**src/rtl/count_updn_mod.sv**
```systemverilog
`default_nettype none
// +----------------------------------------------------------------------------+
// | count_updn_mod                                                             |
// | Up/down modulo counter: parallel load, terminal count, wrap pulse.          |
// | COUNT_UPDN_SAT_EN defined: saturate at the limits instead of wrapping.      |
// | Revision: 1.0                                                              |
// +----------------------------------------------------------------------------+
module count_updn_mod #(
  parameter int unsigned WIDTH = 8,
  parameter int unsigned MAX   = (2**WIDTH) - 1
) (
  input  logic             clk,
  input  logic             res,
  input  logic             EN,
  input  logic             load,
  input  logic             up,
  input  logic [WIDTH-1:0] CNT_In,
  output logic [WIDTH-1:0] CNT,
  output logic             TC,
  output logic             WRAP
);

  localparam logic [WIDTH-1:0] c_MAX  = WIDTH'(MAX);
  localparam logic [WIDTH-1:0] c_ZERO = '0;
  localparam logic [WIDTH-1:0] c_ONE  = WIDTH'(1);

`ifdef COUNT_UPDN_SAT_EN
  localparam bit c_SATURATE = 1'b1;
`else
  localparam bit c_SATURATE = 1'b0;
`endif

  generate
    if ((WIDTH < 2) || (WIDTH > 32)) begin : g_bad_width
      $error("count_updn_mod: WIDTH must be within 2..32");
    end
    if ((MAX < 1) || (64'(MAX) > ((64'd1 << WIDTH) - 64'd1))) begin : g_bad_max
      $error("count_updn_mod: MAX must be within 1..2**WIDTH-1");
    end
  endgenerate

  logic [WIDTH-1:0] cnt_q;
  logic [WIDTH-1:0] cnt_d;
  logic             wrap_q;
  logic             wrap_d;
  logic             w_at_max;
  logic             w_at_zero;
  logic [WIDTH-1:0] w_load_val;
  logic [WIDTH-1:0] w_limit_next;

  assign w_at_max   = (cnt_q == c_MAX);
  assign w_at_zero  = (cnt_q == c_ZERO);
  assign w_load_val = (CNT_In > c_MAX) ? c_MAX : CNT_In;

  // At a limit: saturation holds the count, wrap mode jumps to the opposite end.
  assign w_limit_next = c_SATURATE ? cnt_q : (up ? c_ZERO : c_MAX);

  always_comb begin
    cnt_d  = cnt_q;
    wrap_d = 1'b0;
    if (load) begin
      cnt_d = w_load_val;
    end else if (EN) begin
      if (up) begin
        if (w_at_max) begin
          cnt_d  = w_limit_next;
          wrap_d = 1'b1;
        end else begin
          cnt_d = cnt_q + c_ONE;
        end
      end else begin
        if (w_at_zero) begin
          cnt_d  = w_limit_next;
          wrap_d = 1'b1;
        end else begin
          cnt_d = cnt_q - c_ONE;
        end
      end
    end
  end

  always_ff @(posedge clk or posedge res) begin
    if (res) begin
      cnt_q  <= c_ZERO;
      wrap_q <= 1'b0;
    end else begin
      cnt_q  <= cnt_d;
      wrap_q <= wrap_d;
    end
  end

  // TC is the cascade enable for a following stage, so it follows up without delay.
  assign TC   = up ? w_at_max : w_at_zero;
  assign CNT  = cnt_q;
  assign WRAP = wrap_q;

endmodule
`default_nettype wire

```
**config.mk**
```make
export PLATFORM = sky130hd
export DESIGN_NAME = count_updn_mod
export DESIGN_NICKNAME = d
export VERILOG_FILES = /design/src/rtl/count_updn_mod.sv
export SDC_FILE = /design/constraint.sdc
export NUM_CORES = 1
export LEC_CHECK = 0
export ABC_AREA = 1
export CAP_MARGIN = 10
export CORE_MARGIN = 4
export CORE_UTILIZATION = 40
export CTS_CLUSTER_DIAMETER = 200
export DETAILED_ROUTE_END_ITERATION = 12
export MAX_ROUTING_LAYER = met4
export PLACE_DENSITY = 0.68
export SLEW_MARGIN = 5
export SYNTH_ARGS = -nofsm -noshare
export SYNTH_HDL_FRONTEND = slang
export SYNTH_SLANG_ARGS = --single-unit
```
**constraint.sdc**
```tcl
create_clock -name clk -period 3.3 [get_ports clk]
set_clock_uncertainty 0.05 [all_clocks]
set_input_delay 0.495 -clock clk [delete_from_list [all_inputs] [get_ports clk]]
set_output_delay 0.495 -clock clk [all_outputs]
set_load 0.05 [all_outputs]
```
# [After elaboration in Yosys (flattened, before gate mapping)]
# Cells that the tools add are included.
[totals] regBits=9 in_bits=13 output_inout_bits=10 word_cells=21
[op_classes] add_sub_neg=2 n_lt_le_gt_ge=1 eq_ne=1 muxes=13 n_reduce_logical=2
[op_table] operator="8-bit 2-to-1 mux" count=7
[op_table] operator="8-bit by 1-bit adder with 8-bit output (second input constant)" count=1
[op_table] operator="8-bit equality test (second input constant)" count=1
[op_table] operator="8-bit > comparator (second input constant)" count=1
[op_table] operator="8-bit logical NOT" count=1
[op_table] operator="8-bit by 1-bit subtractor with 8-bit output (second input constant)" count=1
[op_table] operator="1-bit 2-to-1 mux" count=6
[op_table] operator="2-bit nonzero test" count=1

# [Depth between registers and ports, before layout]
[logic_depth] ltp_word=5 depth_mapped=10 depth_no_buf=9

# [Worst setup path before layout]
# Ideal clock, no wire load.
[synth_path] kind="flip-flop to output port" startpoint="register cnt_q[1] (netlist: CNT[1])" endpoint="output port TC" t_arrival_ps=2004 required_ps=2755 slack_ps=751 stages_incl_launch_ff=6 path_buffers=0 cell_sequence="dfrtp_1 -> ha_1 -> nand2_1 -> nor2_4 -> a21oi_4 -> nor2_1"
[synth_via] elab_chain_cells=2 elab_cells_between_ends=3 cone_classes="eq/ne: 1; mux: 1; reduce/logical: 1"
[synth_lines] item="start, declared" line_no="42" rtl="logic [WIDTH-1:0] cnt_q;"
[synth_lines] item="start signal, assigned" line_no="84" rtl="cnt_q <= c_ZERO;"
[synth_lines] item="start signal, assigned" line_no="87" rtl="cnt_q <= cnt_d;"
[synth_lines] item="8-bit equality test or 8-bit logical NOT (tied branches)" line_no="51, 52"
[synth_lines] item="1-bit 2-to-1 mux *" line_no="93" rtl="assign TC = up ? w_at_max : w_at_zero;"
[synth_lines] item="end, declared" line_no="19" rtl="output logic TC,"
# Mark *: on every way between the ends. The rest lies on a longest branch, timed or not.

# [Final worst setup path]
[layout_path] startpoint="register cnt_q[0] (netlist: CNT[0])" endpoint="output port TC"
# The elaborated chain is that of the path after synthesis.

==> reports/metrics.cfg <==
[status]
status=completed

[synthesis]
ys_types=22
syn_avg_cell_area_um2=6.26
async_flop_share_pct=100
synth-seq-area-share_pct=25.3
synthCells=142
yosys_register_bits=9
netlist_top_cells_area=dfrtp_1 (25%), nand2_1 (20%), nand3_1 (10%), nor2_1 (8.9%), ha_1 (4.2%)
synth.most_common_cell=nand2_1
synth_top_area_share_pct=25.3
syn_nets=158
netlist_area_um2=890
synthFlopType=dfrtp_1
synth_warnings=0
synth_area_leader_cell=dfrtp_1
synthTopCellsByCount=nand2_1 (48), nor2_1 (21), nand3_1 (18), inv_1 (10), dfrtp_1 (9)
synth_edf_count=0

[timing]
setup_viol=0
drv_slew=0
tightest_slew_ns=0.825
grt_setup_unrepaired=false
postLayoutSetupSlackWorst_ns=0.367
fmax_mhz=341
finalCriticalPeriod_ns=2.93
finalHoldViolCount=0
fin_crit_sh_pct=88.9
relSlewSlack_pct=44.8
setup_tns_ns=0

[floorplanning]
io_pins=23
initial_utilization_pct=43.6
std_cell_rows=16
die_x_um=55.2
die_area_mm2=0.00304
core-area_mm2=0.00204
die_h_um=55.2

[finish]
finalNetCount=183
seq_area_um2=225
area_growth_pct=29.7
drive_gt1_share_pct=12.0
finalInstanceArea_mm2=0.00115
multi_input_area_um2=596
antenna_cells=0
fillCellCount=202

[worst_setup_path]
critPathMaxStageDelay_ns=0.82
reg2reg_slack_ns=1.71
cp.buffers_inverters=2
cp.arrival_ns=2.39
critPathKind=reg2out
crit_fanout=6
endpoint_kind=output pin
worstSetupStartpointType=flip-flop
cp_cell_sequence=inv_1 -> ha_1 -> nand3_1 -> nor2_4 -> nor2_2 -> nor2_1 -> clkdlybuf4s50_1
crit_slowest_cell=clkdlybuf4s50_1
required_ns=2.75
cp_top_family=buffers and inverters

[cts]
cts.htree.levels=1
post_cts_resized=0
cts.sinks=9
cts_setup_buffers=0
clockBufferDepth=2
cts_tree=done
clk_latency_ns=0.27
clkTransAtPathRegs_ns=0.07
cts_buffers=3
ctsHoldBuffers=0
clock-root-buffer=clkbuf_4

[place]
routabilityCongestion=0.936
hpwl_mm=1.89
dp_slack_ns=0.533
port-buffer-count=22
dpl_cell_area_mm2=0.00113

[grt]
grt_max_degree=14
antenna_found_initial=0
grt_pass1_wl_mm=4.13
grt_overflow_total=0
grt.total_usage_pct=19.9
grt_pass1_vias=924

[power_and_ir_drop]
p_per_area_mw_per_mm2=411
power_leakage_uw=0.000548
p_int_uw=252
p_sw_uw=222
seq_power_share_pct=32.8
p_clk_share_pct=19.9
peakVddDrop_uv=254
switching_share_pct=46.9
p_comb_share_pct=47.3

[drt]
drtPass1Iterations=4
drtAntennaViolNets=0
drt_wl_total_mm=2.43
drtIter0Drc=32
wl_per_cell_um=12.6
vias_per_cell=4.82
drc=0
via_count=931

[min_path]
hp-class=in2async

[flow_run]
maxCapViolations=0

## sequential cells by signal, indices dropped and copies added (netlist names)
signal	count
WRAP	1
CNT	8
## path summary, 6_finish.rpt
kind	start	endpoint	cells past startpoint
hold reg to reg	CNT[6]	CNT[6]	2
max in group asynchronous	res	CNT[6]	2
hold / removal	res	CNT[2]	2
min in group clk	CNT[6]	CNT[6]	2
setup / recovery	CNT[0]	TC	7
setup reg to reg	CNT[1]	CNT[7]	8
## cell type report
cell class / instances / share of cell area [%]
Clock buffer: 4 / 2.28
Inverter: 14 / 4.56
Multi-Input combinational cell: 117 / 51.6
Sequential cell: 9 / 19.5
Tap cell: 27 / 2.93
Timing Repair Buffer: 22 / 19.1
## power groups by stage
| stage | logic [uW] | clock network (uW) | registers, uW |
|---|---|---|---|
| after floorplan | 116 | 0 | 194 |
| after global placement | 227 | 0 | 156 |
| after detailed placement | 224 | 0 | 157 |
| after CTS | 226 | 95.2 | 155 |
| after global routing | 249 | 99.6 | 159 |
| final | 224 | 94.5 | 155 |
## cell families after synthesis
logic type | share of synthesized area [%]
flip-flops | 25.3
AND/OR/NAND/NOR | 49.2
XOR/XNOR | 3.94
adder cells (fa/ha/maj) | 4.22
buffers and inverters | 7.73
AO/OA/AOI/OAI | 9.56
## layout by cell type (no fill, tap or decap)
cell type,instances
a21oi_1,1
nor2_2,4
xor2_1,4
a21oi_4,2
nor3_2,1
nand3_1,18
clkbuf_4,3
nand2_2,3
clkdlybuf4s50_1,22
clkbuf_1,1
nand2_1,48
or2_2,1
o21bai_1,1
dfrtp_1,9
o21ai_1,2
inv_2,4
nand4_1,1
o21ai_0,3
nor2_1,21
a22oi_1,2
nor2_4,2
inv_1,10
ha_1,3
## per-stage QoR
stage | util, % | instances | hold slack, ns | power [uW]
finish | 56.5 | 193 | 0.437 | 474
global route | 56.5 | 193 | 0.478 | 507
CTS | 56.5 | 193 | 0.454 | 476
detailed placement | 55.2 | 189 | 0.542 | 381
global placement | 55.2 | 189 | 0.531 | 383
floorplan | - | 142 | 0.273 | 310
## layer usage
metal | up-vias | GRT usage, % | part of all wire, %
li1 | 499 | - | -
met2 | 29 | 31.1 | 44
met1 | 397 | 26.7 | 50
met4 | 0 | 7.29 | 1.6
met3 | 6 | 1.61 | 4.7
met5 | - | - | 0
Note: power is estimated with default switching activity, not from simulation.
